File: src/rtl/lsu_access.sv
// Load/store access unit: one data-bus transaction per access with lane steering and load extension.
// Alignment/illegal faults resolve without a bus cycle; timeout bounds the wait for mem_ack.
module lsu_access #(
  parameter int Width         = 32,
  parameter int TimeoutCycles = 64
) (
  input  logic             clk,
  input  logic             rst_n,
  input  logic             start,
  input  logic             store,
  input  logic [2:0]       funct3,
  input  logic [Width-1:0] addr,
  input  logic [Width-1:0] wdata,
  output logic             busy,
  output logic             done,
  output logic [Width-1:0] rdata,
  output logic             misaligned,
  output logic             fault,
  output logic             mem_req,
  output logic             mem_we,
  output logic [Width-1:0] mem_addr,
  output logic [3:0]       mem_be,
  output logic [Width-1:0] mem_wdata,
  input  logic             mem_ack,
  input  logic             mem_err,
  input  logic [Width-1:0] mem_rdata
);

  localparam int CntW = (TimeoutCycles > 1) ? $clog2(TimeoutCycles + 1) : 1;

  typedef enum logic [1:0] {IDLE, BUS, RESP} state_t;

  state_t            state, state_nxt;
  logic [2:0]        funct3_q;
  logic [1:0]        lane_q;
  logic              store_q;
  logic              fault_q;
  logic              mis_q;
  logic [CntW-1:0]   cnt;

  logic              legal_in;
  logic              mis_in;
  logic [3:0]        be_in;
  logic [Width-1:0]  wdata_rep;
  logic              timeout;
  logic [Width-1:0]  shifted;
  logic [Width-1:0]  load_val;

  // Decode of the incoming request, used only on the IDLE edge that accepts it.
  always_comb begin
    legal_in  = 1'b0;
    mis_in    = 1'b0;
    be_in     = 4'b0000;
    wdata_rep = wdata;
    if (store)
      legal_in = (funct3 == 3'b000) || (funct3 == 3'b001) || (funct3 == 3'b010);
    else
      legal_in = funct3 inside {3'b000, 3'b001, 3'b010, 3'b100, 3'b101};
    case (funct3[1:0])
      2'b00: begin
        be_in     = 4'b0001 << addr[1:0];
        wdata_rep = {4{wdata[7:0]}};
      end
      2'b01: begin
        be_in     = 4'b0011 << addr[1:0];
        wdata_rep = {2{wdata[15:0]}};
        mis_in    = addr[0];
      end
      default: begin
        be_in     = 4'b1111;
        wdata_rep = wdata;
        mis_in    = (addr[1:0] != 2'b00);
      end
    endcase
    // Illegal funct3 masks misalignment so only fault is reported.
    mis_in = mis_in & legal_in;
  end

  assign timeout = (TimeoutCycles != 0) && (cnt == CntW'(TimeoutCycles - 1));

  always_comb begin
    shifted  = mem_rdata >> {lane_q, 3'b000};
    load_val = shifted;
    case (funct3_q)
      3'b000:  load_val = {{(Width-8){shifted[7]}}, shifted[7:0]};
      3'b001:  load_val = {{(Width-16){shifted[15]}}, shifted[15:0]};
      3'b100:  load_val = {{(Width-8){1'b0}}, shifted[7:0]};
      3'b101:  load_val = {{(Width-16){1'b0}}, shifted[15:0]};
      default: load_val = shifted;
    endcase
  end

  always_comb begin
    state_nxt = state;
    case (state)
      IDLE: begin
        if (start)
          state_nxt = (legal_in && !mis_in) ? BUS : RESP;
      end
      BUS: begin
        if (mem_ack || mem_err || timeout)
          state_nxt = RESP;
      end
      RESP:    state_nxt = IDLE;
      default: state_nxt = IDLE;
    endcase
  end

  always_ff @(posedge clk) begin
    if (!rst_n)
      state <= IDLE;
    else
      state <= state_nxt;
  end

  always_ff @(posedge clk) begin
    if (!rst_n) begin
      funct3_q  <= 3'b000;
      lane_q    <= 2'b00;
      store_q   <= 1'b0;
      fault_q   <= 1'b0;
      mis_q     <= 1'b0;
      cnt       <= '0;
      rdata     <= '0;
      mem_req   <= 1'b0;
      mem_we    <= 1'b0;
      mem_addr  <= '0;
      mem_be    <= 4'b0000;
      mem_wdata <= '0;
    end else begin
      case (state)
        IDLE: begin
          if (start) begin
            funct3_q <= funct3;
            lane_q   <= addr[1:0];
            store_q  <= store;
            fault_q  <= !legal_in;
            mis_q    <= mis_in;
            cnt      <= '0;
            if (legal_in && !mis_in) begin
              mem_req   <= 1'b1;
              mem_we    <= store;
              mem_addr  <= {addr[Width-1:2], 2'b00};
              mem_be    <= be_in;
              mem_wdata <= wdata_rep;
            end
          end
        end
        BUS: begin
          if (mem_ack || mem_err || timeout) begin
            // Error beats ack; a faulted access never touches rdata.
            if (mem_err || !mem_ack)
              fault_q <= 1'b1;
            else if (!store_q)
              rdata <= load_val;
            mem_req   <= 1'b0;
            mem_we    <= 1'b0;
            mem_addr  <= '0;
            mem_be    <= 4'b0000;
            mem_wdata <= '0;
          end else begin
            cnt <= cnt + CntW'(1);
          end
        end
        default: ;
      endcase
    end
  end

  assign busy       = (state == BUS) || (state == RESP);
  assign done       = (state == RESP);
  assign misaligned = (state == RESP) && mis_q;
  assign fault      = (state == RESP) && fault_q;

endmodule

File: config.mk
export PLATFORM = sky130hd
export DESIGN_NAME = lsu_access
export DESIGN_NICKNAME = d
export VERILOG_FILES = /design/src/rtl/lsu_access.sv
export SDC_FILE = /design/constraint.sdc
export NUM_CORES = 1
export LEC_CHECK = 0
export BUFFER_PORTS_ARGS = -buffer_cell sky130_fd_sc_hd__buf_4
export CAP_MARGIN = 30
export CELL_PAD_IN_SITES_DETAIL_PLACEMENT = 1
export CELL_PAD_IN_SITES_GLOBAL_PLACEMENT = 1
export CORE_UTILIZATION = 35
export DETAILED_ROUTE_END_ITERATION = 8
export MAX_ROUTING_LAYER = met4
export PLACE_DENSITY = 0.89
export SLEW_MARGIN = 15
export SYNTH_ARGS = -nofsm -noshare
export SYNTH_HDL_FRONTEND = slang
export SYNTH_SLANG_ARGS = --single-unit
File: constraint.sdc
create_clock -name clk -period 2 [get_ports clk]
set_input_delay 0.4 -clock clk [delete_from_list [all_inputs] [get_ports clk]]
set_output_delay 0.4 -clock clk [all_outputs]
set_load 0.005 [all_outputs]
After elaboration in Yosys (flattened, before gate mapping)
Index checks and enable logic that the tools add are counted.
{"block": "totals", "ff_bits": 119, "inputBits": 105, "out_inout_bits": 106, "elab_cells": 95}
{"block": "op_classes", "n_addsub": 1, "n_eq_ne": 16, "shift": 3, "n_mux": 34, "bitwise_logic": 3, "reduce_logical": 25}
{"op": "32-bit case mux with 2 select lines", "count": 3}
{"op": "32-bit two-way mux", "count": 5}
{"op": "32-bit case mux with 4 select lines", "count": 1}
{"op": "32-bit by 5-bit >> shifter with 32-bit output", "count": 1}
{"op": "4-bit case mux with 2 select lines", "count": 2}
{"op": "7-bit two-way mux", "count": 2}
{"op": "7-bit case mux with 2 select lines", "count": 1}
{"op": "3-bit equality test (second input constant)", "count": 4}
{"op": "4-bit two-way mux", "count": 3}
{"op": "4-bit AND reduction", "count": 3}
{"op": "2-bit != test (second input constant)", "count": 5}
{"op": "1-bit two-way mux", "count": 9}
{"op": "1-bit case mux with 2 select lines", "count": 4}
{"op": "7-bit by 1-bit adder with 7-bit output (second input constant)", "count": 1}
{"op": "7-bit by 6-bit equality test with 1-bit output (second input constant)", "count": 1}
{"op": "3-bit by 1-bit equality test with 1-bit output (second input constant)", "count": 2}
{"op": "3-bit logical NOT", "count": 2}
{"op": "1-bit logical OR", "count": 6}
{"op": "2-bit two-way mux", "count": 3}
{"op": "5-bit nonzero test", "count": 1}
{"op": "2-bit by 1-bit equality test with 1-bit output (second input constant)", "count": 2}
{"op": "2-bit logical NOT", "count": 2}
{"op": "2-bit case mux with 2 select lines", "count": 1}
{"op": "2-bit AND reduction", "count": 2}
{"op": "10 further kinds", "count": 16}

Depth between registers and ports, before layout
{"block": "logic_depth", "ltp_word": 10, "depth_mapped": 8, "depth_no_buf": 6}

Least setup slack after synthesis
OpenSTA, ideal clock, no wires.
{"block": "synth_path", "kind": "input -> register", "start": "input port funct3[0]", "end": "register mem_addr[19]", "setup_ps": 117, "t_arrival_ps": 1729, "setup_slack_ps": 154, "cell_stages": 7, "n_path_buf": 3, "path_cell_list": "buf_4 or4_4 nand3_2 a31oi_2 buf_6 buf_6 a22o_1"}
{"block": "synth_between", "elab_chain_cells": 9, "elab_cells_between_ends": 17}
{"element": "start, declared", "line": "11", "text": "input logic [2:0] funct3,"}
{"element": "branches (longest 6 deep; another with 5-bit nonzero test)"}
{"element": "1-bit logical AND *", "line": "140", "text": "if (legal_in && !mis_in) begin"}
{"element": "2-bit != test (no source line) *"}
{"element": "4-bit AND reduction (no source line) *"}
{"element": "end signal, assigned", "line": "143", "text": "mem_addr <= {addr[Width-1:2], 2'b00};"}
{"element": "end, declared", "line": "21", "text": "output logic [Width-1:0] mem_addr,"}
Mark *: on every way between the ends.
A chain may end at the register's enable or synchronous reset.

Final worst setup path
{"block": "layout_path", "start": "register state[1]", "end": "register mem_wdata[25]"}
{"block": "layout_between", "elab_chain_cells": 3, "elab_cells_between_ends": 8}
{"element": "start, declared", "line": "33", "text": "state_t state, state_nxt;"}
{"element": "start signal, assigned", "line": "113", "text": "state <= state_nxt;"}
{"element": "2-bit by 1-bit equality test with 1-bit output or 2-bit logical NOT (tied branches)", "line": "131", "text": "case (state)"}
{"element": "2-bit != test (no source line) or 2-bit nonzero test (tied branches)"}
{"element": "4-bit AND reduction (no source line)"}
{"element": "end signal, assigned", "line": "145", "text": "mem_wdata <= wdata_rep;"}
{"element": "end, declared", "line": "23", "text": "output logic [Width-1:0] mem_wdata,"}
Parallel ways exist; a longest one is shown, timed or not.

==> flow_summary.json <==
{
  "drive_gt1_frac": 0.3907,
  "die_h_um": 122.3,
  "grt_pass1_vias": 5339,
  "num-nets-final": 846,
  "regArea_um2": 2342,
  "ys.flop_type": "dfxtp_1",
  "final_cell_mix": "buf_4, dfxtp_1, a21oi_1, a22o_1, o21ai_0",
  "num_vias": 5083,
  "numCtsBuffers": 17,
  "cts_buffer_depth": 2,
  "cp-end-kind": "flop",
  "status": "complete, no violations",
  "r2r_start": "state[1]",
  "drc": 0,
  "max_clock_freq_ghz": 0.5232,
  "placed_cells": 897,
  "ctsRootBufferMaster": "clkbuf_16",
  "wire_per_inst_um": 20.40,
  "path_clk_slew_ns": 0.05,
  "rsz0062_at_grt": "false",
  "wl_um": 18970,
  "overflow": 0,
  "setup_viol": 0,
  "drtIter0Drc": 239,
  "cts_sinks": 117,
  "fin_cells": 930,
  "final_common_cell": "buf_4",
  "core_area_um2": 13990,
  "die_x_um": 122.3,
  "slew_viol_final": 0,
  "grt_first_pass_wirelength_um": 28620,
  "die_area_um2": 14960,
  "fillCellCount": 1589,
  "yosysWarnings": 0,
  "dp_hpwl_um": 13520,
  "place_congestion": 0.9131,
  "ant_nets": 0,
  "report.power.total_uw": 6666,
  "antenna_found_initial": 0,
  "synth_area_per_cell_um2": 9.613,
  "areaGrowthSynthToFinish_pct": 48.80,
  "power_leakage_uw": 0.003343,
  "clkLatencyLatePin_ns": 0.41,
  "skew_ns": 0.007818,
  "synth_cells": 527,
  "cap_violations": 0,
  "synth_cell_types": 50,
  "num_io_pins": 211,
  "hold_viol_final": 0,
  "period_needed_ns": 1.911,
  "port_buffers": 208,
  "async_flop_share": 0,
  "rows": 43,
  "worstPathMaxFanout": 33,
  "worst-endpoint-arrival_ns": 2.26,
  "r2r_end": "mem_wdata[25]",
  "crit_type": "flop to flop",
  "min_from": "addr[6]",
  "p_per_area_nw_per_um2": 884.2,
  "hp-class": "input port to flop",
  "r2r_cells": 8,
  "ir_drop_mv": 0.5622,
  "antenna_cells": 0,
  "min_to": "mem_addr[6]",
  "grt_usage": 0.2611,
  "holdPathStages": 2,
  "multi_input_area_um2": 2491,
  "r2r_setup_slack_ns": 0.09,
  "ys_ff_latch": 117,
  "startpoint_type": "flop",
  "ys_seq_area_frac": 0.4623,
  "cts_tree": "done",
  "grt_max_degree": 36,
  "fin_crit_sh": 0.9556,
  "dr.pass1.iters": 4,
  "worst_pin_slew_ns": 0.5998,
  "vias_per_cell": 5.466,
  "initial_utilization": 0.3622,
  "slew-limit-headroom": 0.5898,
  "hold_ws_ns": 0.2013,
  "cts-hold-fix-buffers": 0,
  "crit_required_ns": 2.35,
  "syn-cell-area_um2": 5066,
  "ctsHtreeMaxLevel": 4,
  "synth_edf_count": 0
}
## stage by stage
step / setup slack [ns] / utilization / TNS (ns) / cell area (um^2)
CTS: -0.05079 / 0.5371 / -1.019 / 7513
detailed placement: -0.04894 / 0.4912 / -0.5579 / 6872
global placement: 0.1410 / 0.4912 / 0 / 6872
finish: 0.08882 / 0.5389 / 0 / 7538
floorplan: 0.1538 / - / 0 / 5070
global route: 0.0004250 / 0.5389 / 0 / 7538
## critical path, cell delays in order (launching register included)
cell     delay (ns)
dfxtp_1        0.33
inv_1          0.09
ha_2           0.27
nor3b_4        0.24
o31ai_1        0.10
buf_4          0.16
a31oi_4        0.23
buf_12         0.23
a22o_1         0.19
## worst max-delay path by stage
| stage | slack (ns) | startpoint | end | cells after the start |
|---|---|---|---|---|
| floorplan | 0.15 | funct3[0] | mem_addr[19] | 7 |
| CTS | -0.05 | state[1] | cnt[4] | 7 |
| finish | 0.09 | state[1] | mem_wdata[25] | 8 |
| detailed placement | -0.05 | mem_rdata[31] | rdata[20] | 5 |
| global placement | 0.14 | addr[0] | mem_wdata[27] | 6 |
| global route | 0.0004 | state[1] | cnt[4] | 7 |
## power by group
| part | internal, uW | switching, uW | total [uW] |
|---|---|---|---|
| clock | 2120 | 1060 | 3180 |
| combinational | 500 | 484 | 984 |
| sequential | 2430 | 74.8 | 2510 |
## synth_stat cells (2+ instances only)
cell	instances	area share
ha_1	4	0.0099
nand3_2	2	0.0040
o2bb2ai_1	17	0.029
dfxtp_1	117	0.46
nand2_1	41	0.030
buf_1	3	0.0022
nand3b_1	2	0.0030
a22o_1	50	0.086
nor2b_1	4	0.0049
o31ai_1	4	0.0059
buf_4	4	0.0059
nor3b_1	3	0.0044
nor2_1	15	0.011
inv_1	5	0.0037
mux2_2	16	0.036
o211ai_1	7	0.010
buf_6	8	0.018
o21ai_0	48	0.047
a32oi_1	2	0.0035
or3_1	3	0.0037
mux2i_1	35	0.069
nand3_1	3	0.0030
nand2b_1	4	0.0049
and2_1	10	0.012
a21o_1	3	0.0044
a21oi_1	64	0.063
buf_2	7	0.0069
o21bai_1	2	0.0030
clkbuf_1	23	0.017
## routing by layer
layer / routed length, um / GRT usage
met5: 0 / -
met4: 575 / 0.09909
met3: 1537 / 0.08968
met2: 9499 / 0.4449
met1: 7360 / 0.2778
## cells by family (layout without fill, tap and decap cells)
family | after synthesis | count (layout) | share of synthesized area
compound gates | 206 | 206 | 0.2707
flops | 117 | 117 | 0.4623
simple gates | 98 | 98 | 0.09805
mux | 51 | 51 | 0.1047
buf+inv | 50 | 272 | 0.05359
fa+ha+maj | 4 | 4 | 0.009879
other cells | 1 | 2 | 0.0007402
## area by class of cell
cell class	instances	area share
clock buffers	24	0.06656
clock inverters	8	0.01593
inverters	5	0.002490
multi-input cells	361	0.3305
flip-flops and latches	117	0.3107
well taps	180	0.02988
repair buffers	235	0.2440
## repair_timing
item,CTS,global route
setup buffers,1,0
resized for setup,0,5
pin swaps,1,0
endpoints found under the hold margin,0,0
endpoints found under the setup margin,68,73
## state kept, by name (all words and copies together), names as in the netlist
| signal | cells |
|---|---|
| funct3_q | 3 |
| mis_q | 1 |
| state | 2 |
| mem_req | 1 |
| lane_q | 2 |
| cnt | 7 |
| fault_q | 1 |
| rdata | 32 |
| mem_we | 1 |
| mem_wdata | 32 |
| mem_be | 4 |
| store_q | 1 |
| mem_addr | 30 |
(Power assumes the default switching activity.)
